<file path="config.mk">
export PLATFORM = sky130hd
export DESIGN_NAME = uvmt_dp_probe_capture
export DESIGN_NICKNAME = d
export VERILOG_FILES = /design/src/rtl/uvmt_dp_probe_pkg.sv /design/src/rtl/uvmt_dp_probe_fifo.sv /design/src/rtl/uvmt_dp_probe_capture.sv
export SDC_FILE = /design/constraint.sdc
export NUM_CORES = 1
export LEC_CHECK = 0
export CAP_MARGIN = 20
export CORE_MARGIN = 3
export CORE_UTILIZATION = 48
export CTS_CLUSTER_SIZE = 8
export DETAILED_ROUTE_END_ITERATION = 6
export GPL_TIMING_DRIVEN = 0
export PLACE_DENSITY_LB_ADDON = 0.15
export SKIP_LAST_GASP = 1
export SLEW_MARGIN = 0
export SYNTH_ARGS = -nofsm -noshare
export SYNTH_HDL_FRONTEND = slang
export SYNTH_SLANG_ARGS = --single-unit
</file>
<file path="constraint.sdc">
create_clock -name clk -period 7.54 [get_ports clk]
set_clock_uncertainty 0.15 [all_clocks]
set_input_delay 1.131 -clock clk [delete_from_list [all_inputs] [get_ports clk]]
set_output_delay 1.131 -clock clk [all_outputs]
set_load 0.01 [all_outputs]
</file>
<file path="src/rtl/uvmt_dp_probe_pkg.sv">
// rtl/uvmt_dp_probe_pkg.sv - shared types and defaults for the dp probe capture block
package uvmt_dp_probe_pkg;

    localparam int PROBE_NUM_CH = 4;
    localparam int PROBE_DATA_W = 8;
    localparam int PROBE_DEPTH  = 16;
    localparam int PROBE_TS_W   = 16;

    function automatic int ch_width(input int n);
        return (n > 1) ? $clog2(n) : 1;
    endfunction

    localparam int PROBE_CH_W = ch_width(PROBE_NUM_CH);

    typedef enum logic {
        PROBE_MODE_CHANGE   = 1'b0,
        PROBE_MODE_PERIODIC = 1'b1
    } probe_mode_e;

    typedef struct packed {
        logic [PROBE_CH_W-1:0]   ch;
        logic [PROBE_DATA_W-1:0] data;
        logic [PROBE_TS_W-1:0]   ts;
    } probe_entry_t;

endpackage

</file>
<file path="src/rtl/uvmt_dp_probe_fifo.sv">
// rtl/uvmt_dp_probe_fifo.sv - first-word-fall-through FIFO with occupancy output
module uvmt_dp_probe_fifo #(
    parameter int WIDTH = 8,
    parameter int DEPTH = 16
) (
    input  logic                     clk,
    input  logic                     rst_n,
    input  logic                     push,
    input  logic [WIDTH-1:0]         push_data,
    input  logic                     pop,
    output logic [WIDTH-1:0]         head_data,
    output logic                     empty,
    output logic                     full,
    output logic [$clog2(DEPTH):0]   level
);

    localparam int AW = $clog2(DEPTH);
    localparam logic [AW:0] FULL_LEVEL = (AW + 1)'(DEPTH);

    logic [WIDTH-1:0] mem [DEPTH];
    logic [AW-1:0]    wr_ptr;
    logic [AW-1:0]    rd_ptr;
    logic [AW:0]      count;
    logic             do_push;
    logic             do_pop;

    assign empty     = (count == '0);
    assign full      = (count == FULL_LEVEL);
    assign level     = count;
    assign head_data = mem[rd_ptr];
    assign do_pop    = pop && !empty;
    // A full FIFO still accepts a write when the head leaves in the same cycle.
    assign do_push   = push && (!full || do_pop);

    always_ff @(posedge clk or negedge rst_n) begin
        if (!rst_n) begin
            wr_ptr <= '0;
            rd_ptr <= '0;
            count  <= '0;
            for (int i = 0; i < DEPTH; i++) begin
                mem[i] <= '0;
            end
        end else begin
            if (do_push) begin
                mem[wr_ptr] <= push_data;
                wr_ptr      <= wr_ptr + AW'(1);
            end
            if (do_pop) begin
                rd_ptr <= rd_ptr + AW'(1);
            end
            if (do_push && !do_pop) begin
                count <= count + (AW + 1)'(1);
            end else if (do_pop && !do_push) begin
                count <= count - (AW + 1)'(1);
            end
        end
    end

endmodule

</file>
<file path="src/rtl/uvmt_dp_probe_capture.sv">
// rtl/uvmt_dp_probe_capture.sv - multi-channel probe recorder with pending slots, round-robin arbiter and FIFO
module uvmt_dp_probe_capture
    import uvmt_dp_probe_pkg::*;
#(
    parameter int  NUM_CH = PROBE_NUM_CH,
    parameter int  DATA_W = PROBE_DATA_W,
    parameter int  DEPTH  = PROBE_DEPTH,
    parameter int  TS_W   = PROBE_TS_W,
    localparam int CH_W   = ch_width(NUM_CH)
) (
    input  logic                       clk,
    input  logic                       reset_n,
    input  logic [NUM_CH*DATA_W-1:0]   probe_i,
    input  logic [NUM_CH-1:0]          ch_en_i,
    input  logic                       mode_i,
    input  logic [TS_W-1:0]            period_i,
    input  logic                       clr_ovf_i,
    output logic                       out_valid_o,
    input  logic                       out_ready_i,
    output logic [CH_W-1:0]            out_ch_o,
    output logic [DATA_W-1:0]          out_data_o,
    output logic [TS_W-1:0]            out_ts_o,
    output logic [NUM_CH-1:0]          ovf_o,
    output logic [$clog2(DEPTH):0]     level_o
);

    localparam int ENTRY_W = CH_W + DATA_W + TS_W;

    logic [TS_W-1:0]                ts_q;
    logic [TS_W-1:0]                per_cnt_q;
    logic [TS_W-1:0]                period_eff;
    logic                           prime_q;
    probe_mode_e                    mode_q;
    probe_mode_e                    mode_cur;
    logic                           mode_changed;
    logic                           per_tick;
    logic [NUM_CH-1:0][DATA_W-1:0]  prev_q;
    logic [NUM_CH-1:0][DATA_W-1:0]  slot_data_q;
    logic [NUM_CH-1:0][TS_W-1:0]    slot_ts_q;
    logic [NUM_CH-1:0]              slot_valid_q;
    logic [NUM_CH-1:0]              trig;
    logic [NUM_CH-1:0]              ovf_set;
    logic [NUM_CH-1:0]              ovf_q;
    logic [CH_W-1:0]                rr_ptr_q;
    logic [CH_W-1:0]                rr_next;
    logic [CH_W-1:0]                gnt_idx;
    logic                           gnt;
    logic                           fifo_empty;
    logic                           fifo_full;
    logic                           fifo_pop;
    logic [ENTRY_W-1:0]             push_word;
    logic [ENTRY_W-1:0]             head_word;

    assign mode_cur     = probe_mode_e'(mode_i);
    assign mode_changed = (mode_cur != mode_q);
    assign period_eff   = (period_i == '0) ? TS_W'(1) : period_i;
    // The cycle that switches mode only restarts the period counter.
    assign per_tick     = prime_q && (mode_cur == PROBE_MODE_PERIODIC) && !mode_changed
                          && (per_cnt_q >= period_eff - TS_W'(1));

    always_comb begin
        trig    = '0;
        ovf_set = '0;
        for (int c = 0; c < NUM_CH; c++) begin
            if (prime_q && ch_en_i[c]) begin
                if (mode_cur == PROBE_MODE_PERIODIC) begin
                    trig[c] = per_tick;
                end else begin
                    trig[c] = (probe_i[c*DATA_W +: DATA_W] != prev_q[c]);
                end
            end
            ovf_set[c] = trig[c] && slot_valid_q[c] && !(gnt && (gnt_idx == CH_W'(c)));
        end
    end

    always_comb begin
        int              idx;
        logic [CH_W-1:0] cand;
        gnt     = 1'b0;
        gnt_idx = '0;
        idx     = 0;
        cand    = '0;
        if (!fifo_full || fifo_pop) begin
            for (int i = 0; i < NUM_CH; i++) begin
                idx = int'(rr_ptr_q) + i;
                if (idx >= NUM_CH) begin
                    idx = idx - NUM_CH;
                end
                cand = CH_W'(idx);
                if (!gnt && slot_valid_q[cand]) begin
                    gnt     = 1'b1;
                    gnt_idx = cand;
                end
            end
        end
    end

    assign rr_next     = (gnt_idx == CH_W'(NUM_CH - 1)) ? '0 : gnt_idx + CH_W'(1);
    assign out_valid_o = !fifo_empty;
    assign fifo_pop    = out_valid_o && out_ready_i;
    assign push_word   = {gnt_idx, slot_data_q[gnt_idx], slot_ts_q[gnt_idx]};
    assign out_ch_o    = head_word[ENTRY_W-1 -: CH_W];
    assign out_data_o  = head_word[TS_W +: DATA_W];
    assign out_ts_o    = head_word[TS_W-1:0];
    assign ovf_o       = ovf_q;

    always_ff @(posedge clk or negedge reset_n) begin
        if (!reset_n) begin
            ts_q         <= '0;
            per_cnt_q    <= '0;
            prime_q      <= 1'b0;
            mode_q       <= PROBE_MODE_CHANGE;
            prev_q       <= '0;
            slot_valid_q <= '0;
            slot_data_q  <= '0;
            slot_ts_q    <= '0;
            rr_ptr_q     <= '0;
            ovf_q        <= '0;
        end else begin
            ts_q    <= ts_q + TS_W'(1);
            prime_q <= 1'b1;
            prev_q  <= probe_i;
            mode_q  <= mode_cur;
            if (mode_changed || (mode_cur != PROBE_MODE_PERIODIC)
                || (per_cnt_q >= period_eff - TS_W'(1))) begin
                per_cnt_q <= '0;
            end else begin
                per_cnt_q <= per_cnt_q + TS_W'(1);
            end
            if (gnt) begin
                rr_ptr_q <= rr_next;
            end
            // A new trigger always replaces the slot; the granted copy is already on its way out.
            for (int c = 0; c < NUM_CH; c++) begin
                if (trig[c]) begin
                    slot_valid_q[c] <= 1'b1;
                    slot_data_q[c]  <= probe_i[c*DATA_W +: DATA_W];
                    slot_ts_q[c]    <= ts_q;
                end else if (gnt && (gnt_idx == CH_W'(c))) begin
                    slot_valid_q[c] <= 1'b0;
                end
            end
            ovf_q <= (ovf_q & ~{NUM_CH{clr_ovf_i}}) | ovf_set;
        end
    end

    uvmt_dp_probe_fifo #(
        .WIDTH (ENTRY_W),
        .DEPTH (DEPTH)
    ) u_fifo (
        .clk       (clk),
        .rst_n     (reset_n),
        .push      (gnt),
        .push_data (push_word),
        .pop       (fifo_pop),
        .head_data (head_word),
        .empty     (fifo_empty),
        .full      (fifo_full),
        .level     (level_o)
    );

endmodule

</file>
==> results.cfg, run 1 <==
[run_status]
status = finished, final reports clean

[final_layout]
antenna_cells = 0
fillers = 4576
area_growth_pct = 16.0
nets = 2575
drive_gt1_share_pct = 15.9
stdcell_count = 3229

[clocking]
cts-root-buf = clkbuf_16
clk_pin_slew_ns = 0.05
cts-hold-fix-buffers = 0
cts_tree = done
clock_latency_ns = 0.61
cts_sinks = 601
clockBufferDepth = 3
numCtsBuffers = 85
cts_htree_levels = 3
post_cts_buffers = 0
cts-resized-gates = 0

[drt]
vias_per_cell = 5.82
drt-initial-drc-count = 1444
vias = 18800
drtAntennaViolNets = 0
routed_wl_um = 74400
dr.pass1.iters = 5
wire_per_inst_um = 23.0
drcViolationCount = 0

[setup_path]
worst_ep_required_time_ns = 7.86
path_max_fanout = 10
timing.rr.end = u_fifo.level[4]$_DFFE_PN0P_
r2r_cells = 12
worstSetupEndpointType = flip-flop
worstSetupPathType = input port to flip-flop
reg2reg_from = u_fifo.level[0]$_DFFE_PN0P_
ff2ff_setup_slack_ns = 4.24
start_kind = input port
worst-endpoint-arrival_ns = 5.85

[grt]
grt_max_degree = 128
grt_pass1_wl_um = 115000
gr-total-overflow = 0
grt_pass1_vias = 19800
antenna_found_initial = 1
grt_usage_pct = 26.4

[timing]
rsz0062_at_grt = false
hold_violations = 0
setup-tns-final_ns = 0
period_needed_ns = 5.53
setup_viol = 0
tightest_slew_ns = 1.00
finalMaxSlewViolations = 0
max_slew_margin_pct = 33.1
fin_crit_sh_pct = 73.3
fmax_mhz = 181

[worst_hold_path]
hold_path_startpoint = u_fifo.mem[321]$_DFFE_PN0P_
worstHoldEndpoint = u_fifo.mem[321]$_DFFE_PN0P_
hold_path_depth = 2
hold_path.class = flip-flop to flip-flop

[yosys]
ys_warn_count = 0
synthesis.area_sq_mm = 0.0266
synthTopCellsByArea = dfrtp_1 57%, mux4_2 11%, nand2_1 7.2%, o21ai_1 4.9%, mux2_2 3.5%
ys_ff_latch = 601
yosysMostFrequentCell = dfrtp_1
yosysSeqAreaShare_pct = 56.5
syn-num-nets = 2388
synthCells = 2297
ys_top_cells_by_count = 601 x dfrtp_1, 510 x nand2_1, 263 x o21ai_1
synthFlopType = dfrtp_1
synth_edf_count = 0
async_flop_share_pct = 100
syn_avg_cell_area_sq_um = 11.6
yosys.area.top_type = dfrtp_1
synth_top_area_share_pct = 56.5
synth.distinct_cells = 61

[placed_design]
placed_cells = 3134
dp_hpwl_um = 52500
port_buffers = 92
place.gp.congestion = 0.848

[flow_run]
drv_cap = 0

[power]
ir_worst_vdd_uv = 326
power_density_mw_per_mm2 = 469
cellLeakagePower_nw = 13.6

[die]
core_sq_mm = 0.0543
dieHeight_um = 241
num_rows = 85
dieArea_sq_mm = 0.0583
start_util_pct = 49.0
io_pins = 93
fp.dieW_um = 241
==> cells in the final DEF, fill, tap and decap left out, drive strengths merged, types with 2 or more instances in the layout <==
master	instances
dfrtp	601
nand2	511
o21ai	424
clkbuf	191
mux4	130
mux2	97
clkdlybuf4s50	91
buf	79
a21oi	58
xnor2	47
nor2	35
xor2	35
ha	33
a22o	24
nand3	20
inv	20
and3	10
nand4	9
nor4	8
nand2b	5
nand3b	5
and2	5
nor3	5
a21o	5
o311a	4
o22ai	4
nand4b	4
or3b	4
or4	3
nor2b	2
o21a	2
o211ai	2
==> registers in the layout, summed over array words and instances (netlist names), 5 cells and up <==
signal and cells:
per_cnt_q 16, prev_q 32, slot_data_q 32, slot_ts_q 64
ts_q 16, u_fifo.level 5, u_fifo.mem 416
==> cell families after synthesis <==
kind of cell	Yosys count	share of synthesized area [%]
other cells	1	0.0141
compound gates	531	10.7
flops	601	56.5
simple gates	630	10.0
xor+xnor	82	2.70
buf+inv	190	3.27
fa+ha+maj	34	1.63
mux	228	15.1
==> per-stage QoR <==
step	instance area (sq um)	worst slack, ns	hold slack (ns)	power [W]	utilization [%]
3_5_place_dp	28600	1.32	0.315	0.0112	52.6
3_3_place_gp	28500	-20.94	0.306	0.0110	52.4
6_report	30900	2.01	0.320	0.0145	56.8
4_1_cts	30800	1.97	0.325	0.0146	56.7
2_1_floorplan	26600	2.72	0.295	0.00872	-
5_1_grt	30900	1.62	0.337	0.0153	56.8
==> critical path, cell delays in order <==
cell and delay, ns:
clkdlybuf4s50_1 0.48, or4_1 0.62, nor4_1 0.35, nand2_1 0.15
nor2_1 0.23, nor2_1 0.10, ha_1 0.22, nand2_1 0.17
nor3_1 0.08, xnor2_1 0.17, ha_1 0.29, nand2_1 0.06
o41ai_1 0.58, a21oi_1 0.14, o211ai_1 0.53, clkbuf_1 0.44
nor2_1 0.11
==> where the power goes <==
group          leakage (nW)  switching (W)  internal, W
registers              7.75       0.000570      0.00428
logic                  4.78        0.00387      0.00245
clock network          1.09        0.00131      0.00201
==> routing by layer <==
layer | up-vias | part of all wire (%) | global-route usage [%]
li1 | 8389 | - | -
met1 | 9664 | 43 | 36.8
met2 | 589 | 47 | 41.3
met3 | 162 | 6.1 | 5.13
met4 | 0 | 4.0 | 10.5
met5 | - | 0 | 0
==> how the worst max path moves through the flow <==
stage / start / to / slack, ns / cells past startpoint
CTS: period_i[8] / per_cnt_q[10]$_DFF_PN0_ / 1.97 / 17
finish: period_i[8] / per_cnt_q[10]$_DFF_PN0_ / 2.01 / 17
detailed placement: period_i[8] / per_cnt_q[13]$_DFF_PN0_ / 1.32 / 17
floorplan: period_i[8] / slot_data_q[16]$_DFFE_PN0P_ / 2.72 / 18
global placement: reset_n / u_fifo.mem[162]$_DFFE_PN0P_ / -20.94 / 1
global route: period_i[8] / per_cnt_q[12]$_DFF_PN0_ / 1.62 / 17
==> cell type report <==
| cell class | instances | area [sq um] | area share, % |
|---|---|---|---|
| inverter | 16 | 62.6 | 0.203 |
| clock inverter | 6 | 58.8 | 0.191 |
| buffer | 174 | 807 | 2.61 |
| tap | 739 | 925 | 3.00 |
| multi-input combinational | 1506 | 10700 | 34.7 |
| timing repair buffer | 100 | 1110 | 3.59 |
| sequential | 601 | 15000 | 48.7 |
| clock buffer | 87 | 2170 | 7.02 |
Power figures use the tool's default switching activity.
==> run 2: changes to the inputs <==
==> constraint.sdc (replaced) <==
create_clock -name clk -period 5.2 [get_ports clk]
set_clock_uncertainty 0.15 [all_clocks]
set_input_delay 0.78 -clock clk [delete_from_list [all_inputs] [get_ports clk]]
set_output_delay 0.78 -clock clk [all_outputs]
set_load 0.01 [all_outputs]
==> run 2 against run 1 <==
  * The flow now finishes with violations (negative hold slack)
  * Sequential share of layout area is 0.12 points lower
  * Wire length is 0.41% higher
  * Non-clock buffer count is 9 higher
  * Via count is 0.59% higher
  * Critical path type is now flip-flop to output port
==> results.cfg, run 2 (synthesis results as in run 1) <==
[run_status]
status = finished, violations left
violations = negative hold slack

[setup_path]
worst_ep_required_time_ns = 4.27
cp_slowest_cell = clkbuf_1
slowest_delay_ns = 0.60
ff2ff_setup_slack_ns = 1.89
reg2reg_from = u_fifo.level[0]$_DFFE_PN0P_
startpoint = u_fifo.rd_ptr[1]$_DFFE_PN0P_
path_common_cell = clkbuf_1
path_max_fanout = 10
worst-endpoint-arrival_ns = 4.13
worstSetupPathType = flip-flop to output port
crit_chain = clkbuf_1, clkbuf_1, clkbuf_1, mux4_2, mux4_2, clkdlybuf4s50_1
critical_path.endpoint = out_data_o[6]
r2r_cells = 12
start_kind = flip-flop
worstSetupEndpointType = output port
timing.rr.end = u_fifo.level[4]$_DFFE_PN0P_

[grt]
antenna_found_initial = 1
grt_usage_pct = 26.4
grt_max_degree = 128
grt_pass1_wl_um = 115000
gr-total-overflow = 0
grt_pass1_vias = 19800

[timing]
hold_violations = 2
rsz0062_at_grt = false
hold-worst-slack_ns = -0.0203
period_needed_ns = 5.06
max_slew_margin_pct = 32.1
fmax_mhz = 198
tightest_slew_ns = 1.02
setup_viol = 0
fin_crit_sh_pct = 97.3
finalMaxSlewViolations = 0

[final_layout]
largest_register_ffs = 416
mostFrequentLayoutCells = 601 x dfrtp_1, 510 x nand2_1, 263 x o21ai_1
top_register = u_fifo.mem
antenna_cells = 0
final_common_cell = dfrtp_1
drive_gt1_share_pct = 16.4
nets = 2584
stdcell_count = 3238
multi_input_area_sq_mm = 0.0107
fillers = 4570
reg_top3 = u_fifo.mem x416, slot_ts_q x64
seq_area_sq_mm = 0.0150
area_growth_pct = 16.3

[clocking]
cts_tree = done
numCtsBuffers = 85
cts-root-buf = clkbuf_16
clock_latency_ns = 0.61
cts_htree_levels = 3
cts-hold-fix-buffers = 0
cts_sinks = 601
clk_pin_slew_ns = 0.05
clockBufferDepth = 3

[placed_design]
dp_hpwl_um = 52500
port_buffers = 92
placed_cells = 3134
place.gp.congestion = 0.848

[worst_hold_path]
hold_path.class = input port to async pin

[flow_run]
drv_cap = 0

[power]
ir_worst_vdd_uv = 472
power_density_mw_per_mm2 = 680
cellLeakagePower_nw = 13.7

[die]
start_util_pct = 49.0
num_rows = 85
fp.dieW_um = 241
dieArea_sq_mm = 0.0583
dieHeight_um = 241
core_sq_mm = 0.0543
io_pins = 93

[drt]
vias = 18900
drt-initial-drc-count = 1489
drtAntennaViolNets = 0
wire_per_inst_um = 23.1
vias_per_cell = 5.84
dr.pass1.iters = 5
drcViolationCount = 0
routed_wl_um = 74700
-- run 2: changes by cell type in the layout (fill, tap and decap cells not counted) --
cell      delta
nor4_1       -1
nor4_2       +1
clkbuf_2     +3
clkbuf_1     -3
buf_4        +9
-- run 2: worst min path at each step --
stage	start	slack, ns	endpoint	depth (start not counted)
floorplan	u_fifo.mem[154]$_DFFE_PN0P_	0.29	u_fifo.mem[154]$_DFFE_PN0P_	2
global placement	u_fifo.mem[392]$_DFFE_PN0P_	0.31	u_fifo.mem[392]$_DFFE_PN0P_	2
detailed placement	u_fifo.mem[349]$_DFFE_PN0P_	0.31	u_fifo.mem[349]$_DFFE_PN0P_	2
CTS	reset_n	0.001	u_fifo.level[2]$_DFFE_PN0P_	1
global route	reset_n	0.02	u_fifo.level[0]$_DFFE_PN0P_	1
finish	reset_n	-0.02	u_fifo.level[0]$_DFFE_PN0P_	1
-- run 2: cell type report --
class / instances / area share [%]
well taps: 739 / 2.99
repair buffers: 109 / 3.80
plain buffers: 174 / 2.62
multi-input cells: 1506 / 34.6
clock inverters: 6 / 0.190
flip-flops and latches: 601 / 48.6
inverters: 16 / 0.202
clock buffers: 87 / 7.00
-- run 2: what timing repair did --
item | 4_1_cts | 5_1_grt
cloned | 0 | 0
resized for setup | 0 | 9
setup endpoints to repair | 7 | 107
setup buffers | 1 | 8
pin swaps | 1 | 3
-- run 2: through the flow --
stage | setup TNS (ns) | instance area (sq um) | setup slack, ns | total power [W] | utilization, %
floorplan | 0 | 26600 | 0.727 | 0.0126 | -
global placement | - | 28500 | -22.93 | 0.0160 | 52.4
detailed placement | -50.18 | 28600 | -0.664 | 0.0162 | 52.6
CTS | 0 | 30800 | 0.00650 | 0.0211 | 56.8
global route | 0 | 30900 | 0.00565 | 0.0222 | 56.9
finish | 0 | 30900 | 0.142 | 0.0210 | 56.9
-- run 2: power by group --
group	switching, W	leakage [nW]	internal (W)
sequential	0.000823	7.75	0.00621
clock	0.00190	1.09	0.00291
combinational	0.00564	4.83	0.00356
total	0.00836	13.7	0.0127
-- run 2: critical path, delay by kind of cell, from the launching register on --
kind,cells,cell delay (ns)
buffers and inverters,4,2.19
muxes,2,0.97
DFF,1,0.34
-- run 2: routing by layer --
layer | routed length (um) | vias up | global-route usage, % | share of wire (%)
li1 | - | 8401 | - | -
met1 | 32500 | 9802 | 36.8 | 44
met2 | 35000 | 550 | 41.4 | 47
met3 | 4240 | 162 | 5.13 | 5.7
met4 | 2960 | 0 | 10.5 | 4.0
met5 | 0 | - | 0 | 0
==> run 3: changes to the inputs <==
--- a/config.mk
+++ b/config.mk
@@ -5,6 +5,7 @@
 export SDC_FILE = /design/constraint.sdc
 export NUM_CORES = 1
 export LEC_CHECK = 0
+export ABC_CLOCK_PERIOD_IN_PS = 5200
 export CAP_MARGIN = 20
 export CORE_MARGIN = 3
 export CORE_UTILIZATION = 48
==> results of run 3 <==
The final DEF is identical to that of run 2; final timing and power are the same.
